==> src/rtl/seq_alu_if.sv <==
// Request/response bundle between the pipeline controller and seq_alu.
// The controller is the master; the ALU is the slave.
interface seq_alu_if #(
  parameter int WIDTH = 32
);
  logic             start;
  logic [2:0]       alu_ctrl;
  logic [WIDTH-1:0] data1;
  logic [WIDTH-1:0] data2;
  logic             busy;
  logic             valid;
  logic [WIDTH-1:0] data;
  logic             zero;
  logic             err;

  modport master (
    output start, alu_ctrl, data1, data2,
    input  busy, valid, data, zero, err
  );

  modport slave (
    input  start, alu_ctrl, data1, data2,
    output busy, valid, data, zero, err
  );
endinterface

==> src/rtl/seq_alu.sv <==
// Execution-stage ALU: AND/OR/ADD/SUB in one cycle, MUL as a WIDTH-cycle
// shift-add behind a busy/valid handshake. All outputs are registered.
module seq_alu #(
  parameter int WIDTH = 32
) (
  input  logic      clk_i,
  input  logic      rst_i,
  seq_alu_if.slave  bus
);
  localparam int CW = (WIDTH > 2) ? $clog2(WIDTH) : 1;

  localparam logic [2:0] OP_AND = 3'b000;
  localparam logic [2:0] OP_OR  = 3'b001;
  localparam logic [2:0] OP_ADD = 3'b010;
  localparam logic [2:0] OP_SUB = 3'b011;
  localparam logic [2:0] OP_MUL = 3'b100;

  typedef enum logic {IDLE, MUL} state_t;

  state_t           state, state_n;
  logic [WIDTH-1:0] mcand, mcand_n;
  logic [WIDTH-1:0] mplier, mplier_n;
  logic [WIDTH-1:0] acc, acc_n;
  logic [WIDTH-1:0] acc_sum;
  logic [CW-1:0]    cnt, cnt_n;
  logic [WIDTH-1:0] data, data_n;
  logic             zero, zero_n;
  logic             err, err_n;
  logic             valid, valid_n;

  always_ff @(posedge clk_i) begin
    if (rst_i) begin
      state  <= IDLE;
      mcand  <= '0;
      mplier <= '0;
      acc    <= '0;
      cnt    <= '0;
      data   <= '0;
      zero   <= 1'b1;
      err    <= 1'b0;
      valid  <= 1'b0;
    end else begin
      state  <= state_n;
      mcand  <= mcand_n;
      mplier <= mplier_n;
      acc    <= acc_n;
      cnt    <= cnt_n;
      data   <= data_n;
      zero   <= zero_n;
      err    <= err_n;
      valid  <= valid_n;
    end
  end

  always_comb begin
    state_n  = state;
    mcand_n  = mcand;
    mplier_n = mplier;
    acc_n    = acc;
    cnt_n    = cnt;
    data_n   = data;
    zero_n   = zero;
    err_n    = err;
    valid_n  = 1'b0;
    acc_sum  = mplier[0] ? (acc + mcand) : acc;

    unique case (state)
      IDLE: begin
        if (bus.start) begin
          unique case (bus.alu_ctrl)
            OP_AND, OP_OR, OP_ADD, OP_SUB: begin
              unique case (bus.alu_ctrl)
                OP_AND:  data_n = bus.data1 & bus.data2;
                OP_OR:   data_n = bus.data1 | bus.data2;
                OP_ADD:  data_n = bus.data1 + bus.data2;
                default: data_n = bus.data1 - bus.data2;
              endcase
              zero_n  = (data_n == '0);
              err_n   = 1'b0;
              valid_n = 1'b1;
            end
            OP_MUL: begin
              mcand_n  = bus.data1;
              mplier_n = bus.data2;
              acc_n    = '0;
              cnt_n    = '0;
              state_n  = MUL;
            end
            default: begin
              data_n  = '0;
              zero_n  = 1'b1;
              err_n   = 1'b1;
              valid_n = 1'b1;
            end
          endcase
        end
      end
      MUL: begin
        // Fixed-latency iteration: no early exit even if the multiplier empties.
        acc_n    = acc_sum;
        mcand_n  = mcand << 1;
        mplier_n = mplier >> 1;
        cnt_n    = cnt + CW'(1);
        if (cnt == CW'(WIDTH - 1)) begin
          data_n  = acc_sum;
          zero_n  = (acc_sum == '0);
          err_n   = 1'b0;
          valid_n = 1'b1;
          state_n = IDLE;
        end
      end
      default: state_n = IDLE;
    endcase
  end

  assign bus.busy  = (state == MUL);
  assign bus.valid = valid;
  assign bus.data  = data;
  assign bus.zero  = zero;
  assign bus.err   = err;
endmodule

==> src/flat_wrapper.sv <==
// flat-port wrapper written by rule: the top's interface ports become plain ports
module seq_alu_flat 
#(
  parameter int WIDTH = 32
)
  (clk_i, rst_i, bus_start, bus_alu_ctrl, bus_data1, bus_data2, bus_busy, bus_valid, bus_data, bus_zero, bus_err);
  seq_alu_if #(.WIDTH(WIDTH)) bus_i ();
  input  logic clk_i;
  input  logic rst_i;
  input wire logic [$bits(bus_i.start)-1:0] bus_start;
  input wire logic [$bits(bus_i.alu_ctrl)-1:0] bus_alu_ctrl;
  input wire logic [$bits(bus_i.data1)-1:0] bus_data1;
  input wire logic [$bits(bus_i.data2)-1:0] bus_data2;
  output wire logic [$bits(bus_i.busy)-1:0] bus_busy;
  output wire logic [$bits(bus_i.valid)-1:0] bus_valid;
  output wire logic [$bits(bus_i.data)-1:0] bus_data;
  output wire logic [$bits(bus_i.zero)-1:0] bus_zero;
  output wire logic [$bits(bus_i.err)-1:0] bus_err;
  assign bus_i.start = bus_start;
  assign bus_i.alu_ctrl = bus_alu_ctrl;
  assign bus_i.data1 = bus_data1;
  assign bus_i.data2 = bus_data2;
  assign bus_busy = bus_i.busy;
  assign bus_valid = bus_i.valid;
  assign bus_data = bus_i.data;
  assign bus_zero = bus_i.zero;
  assign bus_err = bus_i.err;
  seq_alu #(.WIDTH(WIDTH)) u_core (.clk_i(clk_i), .rst_i(rst_i), .bus(bus_i));
endmodule
==> config.mk <==
export PLATFORM = sky130hd
export DESIGN_NAME = seq_alu_flat
export DESIGN_NICKNAME = d
export VERILOG_FILES = /design/src/rtl/seq_alu_if.sv /design/src/rtl/seq_alu.sv /design/src/flat_wrapper.sv
export SDC_FILE = /design/constraint.sdc
export NUM_CORES = 1
export LEC_CHECK = 0
export ABC_AREA = 0
export BUFFER_PORTS_ARGS = -buffer_cell sky130_fd_sc_hd__buf_2
export CAP_MARGIN = 20
export CELL_PAD_IN_SITES_DETAIL_PLACEMENT = 0
export CELL_PAD_IN_SITES_GLOBAL_PLACEMENT = 2
export CORE_MARGIN = 2
export CORE_UTILIZATION = 36
export CTS_CLUSTER_SIZE = 40
export DETAILED_ROUTE_END_ITERATION = 6
export PLACE_DENSITY_LB_ADDON = 0.2
export SETUP_SLACK_MARGIN = 0.3
export SYNTH_ARGS = -nofsm -noshare
export SYNTH_HDL_FRONTEND = slang
export SYNTH_SLANG_ARGS = --single-unit
==> constraint.sdc <==
create_clock -name clk_i -period 6.09 [get_ports clk_i]
set_clock_uncertainty 0.15 [all_clocks]
set_input_delay 0.3045 -clock clk_i [delete_from_list [all_inputs] [get_ports clk_i]]
set_output_delay 0.3045 -clock clk_i [all_outputs]
set_load 0.05 [all_outputs]
==> metrics.md, run 1 <==
| Metric | Value |
|---|---|
| Outcome | completed |
| DRT antenna net count | 0 |
| Area of the multi-input gates | roughly 7500 um2 |
| Synth Cell Area | 10,600 um2 |
| Drt pass-1 iters | 6 |
| All-Layer GR Usage | about a quarter |
| FF+latch count, synth | 137 |
| Arrival @ worst endpoint | 5250 ps |
| Worst r2r src | u_core.mcand[0]$_SDFFE_PP0P_ |
| Max IR drop VDD | 0.161 mV |
| Worst Path Class, Setup | input port to register |
| PnR Total Power | between 2 and 3 mW |
| Layout Nets | around 1,600 |
| Fillers | between 3,000 and 4,000 |
| Vias | 10,800 |
| Sink Count | ~140 |
| Register area | 2750 um2 |
| Post-Syn Nets | ~1,500 |
| Clock root cell | clkbuf_16 |
| Leakage | 4.85 nW |
| Sequential-to-total area share from yosys stat | 25.9% |
| TritonCTS Buffers | 17 |
| Post-CTS Setup Inserts | 0 |
| DR WL/cell | 20.8 um |
| Max FO, Critical Path | 8 |
| Fin crit share | 83.6% |
| Clock tree buffer depth | 2 |
| Worst-path clk slew | 60 ps |
| RePlAce Congestion | roughly 0.93 |
| Post-synthesis cell count | 1,378 |
| Final wirelength | roughly 38,000 um |
| Unique masters post-synth | 71 |
| Grt ovf | 0 |
| CP endpoint kind | register |
| Hold_sp | bus_data1[0] |
| Finish-stage setup viols | 0 |
| Worst Hold Path Cells | 3 |
| Slew @ Worst Pin | 1140 ps |
| CTS tree | done |
| Row count | 62 |
| Asr flop ratio synth | 0% |
| Die height | approximately 180 um |
| Top_reg_cell synth | dfxtp_1 |
| Vias/cell | 5.92 |
| First-pass GRT wire length | a little under 60,000 um |
| Initial Util | a little under two fifths |
| Worst R2R Path Depth | 13 |
| Ports | 106 |
| Initial antenna violation count | 2 |
| Post-synth EDFFs | 0 |
| Share of cells above drive strength 1 | 13.2% |
| RSZ-0062 raised after global routing | false |
| Starting DRT DRC Count | around 1,100 |
| Clk_lat worst skew | 430 ps |
| Post-route minimum period | 5090 ps |
| PostCTS Resize Cnt | 0 |
| Setup TNS | 0 ps |
| Syn Area/Cell | 7.70 um2 |
| H-Tree Depth | 4 |
| Yosys warning count | 0 |
| Rel. slew slack | approximately a quarter |
| Hold slack | 29.6 ps |
| CP Launch Type | input port |
| Die width | between 150 and 200 um |
| Max-cap viol count | 0 |
| Residual DRC | 0 |
| Cell area power density | between 200 and 250 nW/um2 |
| Die Footprint | 30,900 um2 |
| Layout area overhead | 13.3% |
| Hold WC Path Type | input port to register |
| Worst path required time | 6250 ps |
| Fmax | 196 MHz |
| Pin count of the biggest net entering global routing | 97 |
| Input/output buffers | 105 |
| Vias in the first global route | 9,959 |
| Core ar. | 28,900 um2 |
| Cts hold-fix bufs | 0 |
| HPWL Detailed | 28,800 um |
| Max-slew violation count | 0 |
| Final Hold Vio Count | 0 |
| Critical path startpoint | bus_data2[0] |
logic make-up after synthesis:
kind of cell	share of synthesized area, %
buffers and inverters	4.19
adders and majority gates	10.8
xor gates and xnor gates	5.70
DFF	25.9
AOI/OAI and AO/OA	29.4
and+or+nand+nor	22.0
muxes	2.08
worst paths after layout:
| path | slack (ps) | endpoint |
|---|---|---|
| worst max-delay path | 1000 | u_core.bus.zero$_SDFFE_PP1P_ |
| worst min-delay path | 30 | u_core.mcand[0]$_SDFFE_PP0P_ |
| worst max register to register | 1200 | u_core.bus.zero$_SDFFE_PP1P_ |
| worst min register to register | 310 | u_core.bus.data[25]$_SDFFE_PP0P_ |
routing by layer:
| metal | up-vias | part of all wire (%) | wire, um | track usage, % |
|---|---|---|---|---|
| li1 | 5305 | - | - | - |
| met1 | 5128 | 50 | 19000 | 36.7 |
| met2 | 335 | 44 | 16500 | 37.0 |
| met3 | 24 | 4.9 | 1870 | 2.49 |
| met4 | 0 | 1.2 | 437 | 5.13 |
| met5 | - | 0 | 0 | 0 |
worst max-delay path, cell delays in order:
cell       delay (ps)
buf_2             140
inv_1              90
ha_1              210
nand3_1           100
or4_1             430
or2_2             320
or3_1             450
o41ai_1           360
xnor2_1           120
ha_1              440
and3_1            240
and3_1            190
nand3_1            80
a211o_1           230
and3_1            200
a2111oi_0         570
nor4_1            100
o31ai_1           310
nor4_1            100
a22oi_1           190
nand2_1            70
layout make-up:
class	count	share of cell area, %
inverters	24	0.750
clock buffers	22	3.95
multi-input cells	1123	62.1
well taps	384	4.00
diodes	3	0.0625
clock inverters	10	0.979
flip-flops and latches	137	22.9
repair buffers	119	5.27
per-stage QoR:
step	setup WS [ps]	utilization, %	std cells	cell area (um2)
global placement	691	39.6	1787	11400
CTS	1050	41.6	1819	12000
detailed placement	621	39.6	1787	11400
finish	1000	41.6	1822	12000
floorplan	1180	-	1378	10600
global route	540	41.6	1821	12000
placed cells by master, fill, tap and decap left out, types with 18 or more instances in the layout:
cell,count
dfxtp_1,135
maj3_1,22
nor2_1,158
xor2_1,25
a31oi_1,18
o21ai_0,71
buf_2,104
nand3_1,19
a21oi_1,123
a211oi_1,18
nand4_1,19
ha_1,71
a222oi_1,62
a21o_1,34
nor3_1,34
nand2_1,138
inv_1,24
xnor2_1,44
cell usage after synthesis, drive strengths merged (4+ instances only):
cell type,instances,area (um2)
o21a,9,67.6
xor2,25,219
buf,11,42.5
or4,5,37.5
and2,9,56.3
a2111oi,8,70.1
o31ai,12,90.1
a31o,4,35.0
o211ai,7,52.6
o2111ai,5,43.8
and3,13,81.3
a311oi,17,149
a221oi,6,52.6
clkbuf,83,312
dfxtp,137,2740
nor4,11,68.8
nand3,19,95.1
inv,24,90.1
or3,14,87.6
xnor2,44,385
nand2b,15,93.8
a31oi,20,140
a21oi,123,616
nor2,160,601
ha,71,888
nor2b,17,106
a22oi,11,82.6
a211oi,18,135
a222oi,62,621
maj3,22,220
o21bai,5,37.5
nor3b,8,65.1
nand2,138,518
a21o,34,255
mux2,13,150
mux2i,7,70.1
nor3,34,170
and4,6,52.6
or2,11,68.8
a211o,4,35.0
o21ai,74,370
nand4,19,119
registers in the layout, summed over array words and instances, names as in the netlist, 5 cells and up:
register,flops
u_core.acc,32
u_core.bus.data,32
u_core.mcand,32
u_core.mplier,32
u_core.cnt,5
where the power goes:
part           leakage [nW]  internal [mW]  switching [mW]
combinational          3.45          0.239           0.483
sequential             1.11          0.927          0.0255
clock                 0.279          0.636           0.427
total                  4.85           1.80           0.935
Note: power is estimated with default switching activity, not from simulation.
==> inputs of run 2 (changes only) <==
--- a/config.mk
+++ b/config.mk
@@ -5,13 +5,13 @@
 export SDC_FILE = /design/constraint.sdc
 export NUM_CORES = 1
 export LEC_CHECK = 0
-export ABC_AREA = 0
+export ABC_AREA = 1
 export BUFFER_PORTS_ARGS = -buffer_cell sky130_fd_sc_hd__buf_2
 export CAP_MARGIN = 20
 export CELL_PAD_IN_SITES_DETAIL_PLACEMENT = 0
 export CELL_PAD_IN_SITES_GLOBAL_PLACEMENT = 2
 export CORE_MARGIN = 2
-export CORE_UTILIZATION = 36
+export CORE_UTILIZATION = 32
 export CTS_CLUSTER_SIZE = 40
 export DETAILED_ROUTE_END_ITERATION = 6
 export PLACE_DENSITY_LB_ADDON = 0.2
==> constraint.sdc (replaced) <==
create_clock -name clk_i -period 5.3 [get_ports clk_i]
set_clock_uncertainty 0.15 [all_clocks]
set_input_delay 0.265 -clock clk_i [delete_from_list [all_inputs] [get_ports clk_i]]
set_output_delay 0.265 -clock clk_i [all_outputs]
set_load 0.05 [all_outputs]
==> run 2 against run 1 <==
Effect of this change: flip-flop and latch count did not move; synthesized cell count rose by 53%; sequential share of layout area fell by 3.4 points; clock power rose by 10%; setup slack got worse by 240 ps; utilization fell by 4.0 points; non-clock buffer count rose by 35; via count rose by 25%; design area rose by 17%; global-route usage fell by 0.29 points; first-iteration DRC count fell by 24%; routed wire length rose by 23%.
==> metrics.md, run 2 <==
| Metric | Value |
|---|---|
| Outcome | completed |
| Initial antenna violation count | 1 (-1) |
| Top_reg_cell synth | dfxtp_1 |
| Sequential-to-total area share from yosys stat | 22.6% (-3.3 points) |
| Psw | 1.24 mW (+33%) |
| FF+latch count, synth | 137 (unchanged) |
| H-Tree Depth | 4 (unchanged) |
| Slew @ Worst Pin | 1120 ps (-23.9 ps) |
| Grt ovf | 0 (unchanged) |
| Top-count cell post-synth | nand2_1 |
| Max-slew violation count | 0 (unchanged) |
| Synth top cells by count | nand2_1 (776), inv_1 (264), nand3_1 (167) |
| Worst flop-to-flop path endpoint | u_core.bus.zero$_SDFFE_PP1P_ |
| Row count | 71 (+15%) |
| DRT antenna net count | 0 (unchanged) |
| Clk_lat worst skew | 450 ps (+20 ps) |
| Vias | 13,500 (+25%) |
| Hold_sp | bus_data1[25] |
| Worst path required time | 5540 ps (-710 ps) |
| Clock tree buffer depth | 2 (unchanged) |
| Final Util | 37.6% (-4.0 points) |
| Worst Path Class, Setup | input port to register |
| Layout Nets | 2,358 (+51%) |
| Core ar. | 37,500 um2 (+30%) |
| Fmax | 220 MHz |
| Share of cells above drive strength 1 | 11.2% (-2.0 points) |
| Vias/cell | 4.92 (-17%) |
| Post-synth EDFFs | 0 (unchanged) |
| Crit-path max cell delay | 560 ps (about the same) |
| Starting DRT DRC Count | 867 (-24%) |
| Arrival @ worst endpoint | 4780 ps (-470 ps) |
| Synth Cell Area | 12,100 um2 (+15%) |
| FF-to-FF setup slack | 2120 ps (+920 ps) |
| Most frequent CP cell | nand2_1 |
| RSZ-0062 raised after global routing | false |
| Yosys top cell by area | nand2_1 |
| Fin crit share | 85.6% |
| First-pass GRT wire length | 72,000 um (+23%) |
| Pin count of the biggest net entering global routing | 93 (-4.1%) |
| Pint | 1.97 mW (+9.4%) |
| Cell area power density | 228 nW/um2 (about the same) |
| Seq pwr share | 33.9% (-0.9 points) |
| Max IR drop VDD | 0.232 mV (+45%) |
| Ports | 106 (unchanged) |
| TritonCTS Buffers | 17 (unchanged) |
| Residual DRC | 0 (unchanged) |
| Synth top area cells | nand2_1 (24%), dfxtp_1 (23%), inv_1 (8.2%), ha_1 (7.3%), nand3_1 (6.9%) |
| Slowest stage cell, crit path | dlygate4sd3_1 |
| Post-synthesis cell count | 2,112 (+53%) |
| Synth top area share | 24.0% (-1.9 points) |
| Sw Ratio | 38.6% (+4.5 points) |
| Sink Count | 137 (unchanged) |
| Syn Area/Cell | 5.75 um2 (-25%) |
| Asr flop ratio synth | 0% (unchanged) |
| Die width | 199 um (+13%) |
| DR WL/cell | 17.0 um (-18%) |
| All-Layer GR Usage | 24.0% (-0.29 points) |
| Leakage | 6.98 nW (+44%) |
| CP endpoint kind | register |
| Hold EP | u_core.mcand[25]$_SDFFE_PP0P_ |
| Setup TNS | 0 ps (unchanged) |
| Yosys warning count | 0 (unchanged) |
| Rel. slew slack | 25.5% (+1.7 points) |
| Max-cap viol count | 0 (unchanged) |
| Final wirelength | 46,700 um (+23%) |
| Unique masters post-synth | 41 (-42%) |
| Worst r2r src | u_core.mcand[0]$_SDFFE_PP0P_ |
| Layout area overhead | 16.1% |
| Vias in the first global route | 12,700 (+27%) |
| Worst R2R Path Depth | 21 (+8) |
| Final Hold Vio Count | 0 (unchanged) |
| Leading cell types in the layout, fill and taps excluded | nand2_1 (775), inv_1 (264), nand3_1 (167) |
| Commonest non-fill, non-tap cell in the layout | nand2_1 |
| Worst Hold Path Cells | 3 (unchanged) |
| Hold WC Path Type | input port to register |
| Clk pwr share | 36.4% (-2.5 points) |
| Finish-stage setup viols | 0 (unchanged) |
| CP Launch Type | input port |
| Die height | 199 um (+13%) |
| Die Footprint | 39,500 um2 (+28%) |
| Post-Syn Nets | 2,255 (+48%) |
| Comb pwr share | 29.7% (+3.3 points) |
| Worst-path clk slew | 70 ps (about the same) |
| CTS tree | done |
| Max FO, Critical Path | 5 (-3) |
| Initial Util | 32.4% (-4.4 points) |
| Input/output buffers | 105 (unchanged) |
| Drt pass-1 iters | 7 (+1) |
| Post-route minimum period | roughly 4500 ps |
| Clock root cell | clkbuf_16 |
| HPWL Detailed | 36,400 um (+26%) |
| RePlAce Congestion | 0.920 (-0.92%) |
## run 2: cell types whose count changed after synthesis, moves of 31 or more
cell,change
inv_1,+240
a31oi_1,+66
inv_2,+31
xnor2_1,-41
a21o_1,-31
nand3_1,+148
a222oi_1,-62
nand2_1,+638
## run 2: layout make-up
| class | instances | area [um2] |
|---|---|---|
| clock buffers | 19 | 443 |
| inverters | 299 | 1120 |
| repair buffers | 154 | 998 |
| flip-flops and latches | 137 | 2750 |
| multi-input cells | 1606 | 8050 |
| well taps | 511 | 639 |
| diodes | 1 | 2.50 |
| fillers | 4277 | 23400 |
| clock inverters | 13 | 113 |
## run 2: cell families after synthesis
family	count (synthesis)	share of synthesized area, %
and+or+nand+nor	1201	41.4
buffers and inverters	369	11.5
AOI/OAI and AO/OA	297	14.3
DFF	137	22.6
adders and majority gates	73	7.64
xor gates and xnor gates	35	2.52
## run 2: per-stage QoR
step | instance area (um2) | setup slack (ps) | total power [mW] | hold WS, ps | instances
6_report | 14100 | 761 | 3.21 | 19.3 | 2740
5_1_grt | 14100 | 316 | 3.41 | 21.5 | 2740
4_1_cts | 14100 | 781 | 3.24 | 0.00183 | 2739
3_5_place_dp | 13200 | 869 | 2.04 | 306 | 2669
3_3_place_gp | 13100 | 810 | 2.04 | 303 | 2668
2_1_floorplan | 12100 | 1820 | 1.73 | 264 | 2112
## run 2: critical path, delay by kind of cell
family,cells,cell delay [ps]
AND/OR/NAND/NOR,24,2660
AO/OA/AOI/OAI,1,180
XOR/XNOR,1,180
adder cells (fa/ha/maj),2,560
buffers and inverters,5,970
## run 2: worst max-delay path by stage
stage	slack, ps	end	start	cells after the start
2_1_floorplan	1820	u_core.bus.zero$_SDFFE_PP1P_	bus_data2[1]	33
3_3_place_gp	810	u_core.bus.zero$_SDFFE_PP1P_	bus_data2[0]	32
3_5_place_dp	870	u_core.bus.zero$_SDFFE_PP1P_	bus_data2[1]	34
4_1_cts	780	u_core.bus.zero$_SDFFE_PP1P_	bus_data2[1]	35
5_1_grt	320	u_core.bus.zero$_SDFFE_PP1P_	bus_data2[1]	33
6_report	760	u_core.bus.zero$_SDFFE_PP1P_	bus_data2[1]	33
## run 2: power by group through the flow
| stage | Combinational (mW) | Clock, mW | Sequential [mW] |
|---|---|---|---|
| 2_1_floorplan | 0.542 | 0 | 1.19 |
| 3_3_place_gp | 0.928 | 0 | 1.11 |
| 3_5_place_dp | 0.926 | 0 | 1.11 |
| 4_1_cts | 0.951 | 1.20 | 1.09 |
| 5_1_grt | 1.06 | 1.25 | 1.09 |
| 6_report | 0.953 | 1.17 | 1.09 |
## run 2: repair_timing
action,in CTS,in global routing
hold buffers,38,0
buffers inserted,0,0
setup endpoints to repair,0,1
resized for setup,0,5
hold endpoints to repair,45,0
## run 2: routing by layer
layer | vias to the layer above | wire length (um) | share of wire, % | track usage, %
met5 | - | 0 | 0 | 0
met4 | 0 | 952 | 2.0 | 6.83
met3 | 47 | 1480 | 3.2 | 2.70
met2 | 261 | 20900 | 45 | 38.7
met1 | 6197 | 23300 | 50 | 33.6
li1 | 6978 | - | - | -
==> inputs of run 3 (changes only) <==
--- a/config.mk
+++ b/config.mk
@@ -11,7 +11,7 @@
 export CELL_PAD_IN_SITES_DETAIL_PLACEMENT = 0
 export CELL_PAD_IN_SITES_GLOBAL_PLACEMENT = 2
 export CORE_MARGIN = 2
-export CORE_UTILIZATION = 32
+export CORE_UTILIZATION = 35
 export CTS_CLUSTER_SIZE = 40
 export DETAILED_ROUTE_END_ITERATION = 6
 export PLACE_DENSITY_LB_ADDON = 0.2
==> constraint.sdc (replaced) <==
create_clock -name clk_i -period 5.9 [get_ports clk_i]
set_clock_uncertainty 0.15 [all_clocks]
set_input_delay 0.295 -clock clk_i [delete_from_list [all_inputs] [get_ports clk_i]]
set_output_delay 0.295 -clock clk_i [all_outputs]
set_load 0.02 [all_outputs]
==> run 3 against run 2 <==
Effect of this change: sequential share of layout area is 0.59 points higher; global-route usage is 0.90 points higher; via count is 1.1% lower; design area is 3.0% lower; utilization is 2.2 points higher; non-clock buffer count is 36 lower; setup slack better by 590 ps; power is 9.5% lower; critical path depth is 2 higher; flip-flop and latch count stayed put.
==> metrics.md, run 3 (synthesis results as in run 2) <==
| Metric | Value |
|---|---|
| Initial antenna violation count | 0 (-1) |
| Fillers | 3,874 (-9.4%) |
| FF-to-FF setup slack | 2770 ps (+650 ps) |
| Die Footprint | 36,200 um2 (-8.4%) |
| Seq pwr share | 33.7% (-0.2 points) |
| Final wirelength | 45,100 um (-3.4%) |
| Worst r2r src | u_core.mcand[0]$_SDFFE_PP0P_ |
| Ant diodes | 0 (-1) |
| Leakage | 6.85 nW (-1.9%) |
| Slew @ Worst Pin | 1010 ps (-105 ps) |
| Fmax | 220 MHz |
| Final Util | 39.8% (+2.2 points) |
| Row count | 68 (-4.2%) |
| Ports | 106 (unchanged) |
| Placed Area | 13,100 um2 (-0.71%) |
| PnR Total Power | 2.91 mW (-9.5%) |
| Hold WC Path Type | input port to register |
| HPWL Detailed | 35,200 um (-3.3%) |
| Leading cell types in the layout, fill and taps excluded | nand2_1 (775), inv_1 (264), nand3_1 (167) |
| Worst R2R Path Depth | 21 (unchanged) |
| Max IR drop VDD | 0.218 mV (-6.0%) |
| Vias in the first global route | 12,400 (-2.0%) |
| CP endpoint kind | register |
| Clock tree buffer depth | 2 (unchanged) |
| Worst-path clk slew | 70 ps (about the same) |
| Hold_sp | bus_data2[19] |
| TritonCTS Buffers | 17 (unchanged) |
| Final instance area | 13,700 um2 (-3.0%) |
| Post-CTS Setup Inserts | 0 (unchanged) |
| Die width | 190 um (-4.3%) |
| Core ar. | 34,400 um2 (-8.3%) |
| Worst flop-to-flop path endpoint | u_core.bus.zero$_SDFFE_PP1P_ |
| DR WL/cell | 17.0 um (about the same) |
| CP Capture Point | u_core.bus.zero$_SDFFE_PP1P_ |
| Hold slack | 17.7 ps (-1.51 ps) |
| Max-cap viol count | 0 (unchanged) |
| Clk_lat worst skew | 450 ps (about the same) |
| CTS tree | done |
| Starting DRT DRC Count | 795 (-8.3%) |
| DRT antenna net count | 0 (unchanged) |
| PostCTS Resize Cnt | 0 (unchanged) |
| All-Layer GR Usage | 24.9% (+0.90 points) |
| Drt pass-1 iters | 5 (-2) |
| Fin crit share | 77.1% |
| Share of cells above drive strength 1 | 11.1% (-0.13 points) |
| Layout area overhead | 12.7% |
| Commonest non-fill, non-tap cell in the layout | nand2_1 |
| Slowest stage cell, crit path | dlygate4sd3_1 |
| Worst path required time | 6150 ps (+610 ps) |
| First-pass GRT wire length | 69,500 um (-3.5%) |
| RePlAce Congestion | 0.885 (-3.8%) |
| Layout Nets | 2,322 (-1.5%) |
| Comb pwr share | 26.6% (-3.1 points) |
| Pint | 1.86 mW (-5.6%) |
| Rel. slew slack | 32.5% (+6.9 points) |
| Max-slew violation count | 0 (unchanged) |
| Clock root cell | clkbuf_16 |
| Setup TNS | 0 ps (unchanged) |
| Outcome | completed |
| Psw | 1.05 mW (-16%) |
| Input/output buffers | 105 (unchanged) |
| Cts hold-fix bufs | 4 (-89%) |
| Worst Path Class, Setup | input port to register |
| Crit-path max cell delay | 530 ps (-30 ps) |
| Finish-stage setup viols | 0 (unchanged) |
| Most frequent CP cell | nand2_1 |
| Final Hold Vio Count | 0 (unchanged) |
| Grt ovf | 0 (unchanged) |
| Sink Count | 137 (unchanged) |
| Residual DRC | 0 (unchanged) |
| Die height | 190 um (-4.3%) |
| Clk pwr share | 39.6% (+3.2 points) |
| Vias/cell | 5.04 (+2.4%) |
| Arrival @ worst endpoint | 4800 ps (+20 ps) |
| Cell area power density | 212 nW/um2 (-6.7%) |
| CP Launch Type | input port |
| Initial Util | 35.3% (+2.9 points) |
| RSZ-0062 raised after global routing | false |
| Sw Ratio | 36.0% (-2.6 points) |
| Max FO, Critical Path | 6 (+1) |
| Critical path startpoint | bus_data2[1] |
| Pin count of the biggest net entering global routing | 79 (-15%) |
| Post-route minimum period | between 4000 and 5000 ps |
| H-Tree Depth | 4 (unchanged) |
| Vias | 13,300 (-1.1%) |
## run 3: cell count changes in the layout (fill, tap and decap cells not counted), sizes merged
cell	delta
clkinv	-1
inv	-1
diode	-1
buf	-2
clkbuf	-1
dlygate4sd3	-34
bufinv	+3
clkinvlp	-1
## run 3: how the worst min path moves through the flow
stage | to | depth (start not counted)
floorplan | u_core.mplier[31]$_SDFFE_PP0P_ | 2
global placement | u_core.mplier[31]$_SDFFE_PP0P_ | 2
detailed placement | u_core.mplier[31]$_SDFFE_PP0P_ | 2
CTS | u_core.mplier[17]$_SDFFE_PP0P_ | 3
global route | u_core.mplier[30]$_SDFFE_PP0P_ | 3
finish | u_core.mplier[19]$_SDFFE_PP0P_ | 3
## run 3: cell type report
type / count / area [um2] / area share (%)
Multi-Input combinational cell: 1606 / 8020 / 58.6
Sequential cell: 137 / 2750 / 20.1
Inverter: 299 / 1120 / 8.20
Timing Repair Buffer: 118 / 636 / 4.64
Tap cell: 455 / 569 / 4.16
Clock buffer: 18 / 429 / 3.13
Clock inverter: 13 / 169 / 1.23
## run 3: critical path, delay by kind of cell
kind,cells,cell delay [ps]
simple gates,24,2360
xor+xnor,1,150
buf+inv,6,1000
compound gates,2,430
fa+ha+maj,2,550
## run 3: metal layers
metal	vias up	global-route usage, %	wire (um)
met5	-	0	0
met3	40	2.87	1920
li1	6903	-	-
met4	0	4.77	467
met2	262	40.5	20300
met1	6130	35.4	22400
## run 3: power groups by stage
stage	registers (mW)	logic (mW)	clock network, mW
5_1_grt	0.984	0.870	1.21
3_5_place_dp	1.00	0.769	0
3_3_place_gp	1.00	0.769	0
4_1_cts	0.982	0.774	1.18
2_1_floorplan	1.02	0.487	0
6_report	0.982	0.775	1.15
## run 3: stage by stage
stage,setup WS [ps],std cells
2_1_floorplan,2390,2112
3_3_place_gp,1520,2611
4_1_cts,1360,2646
6_report,1350,2646
5_1_grt,745,2646
3_5_place_dp,1450,2611
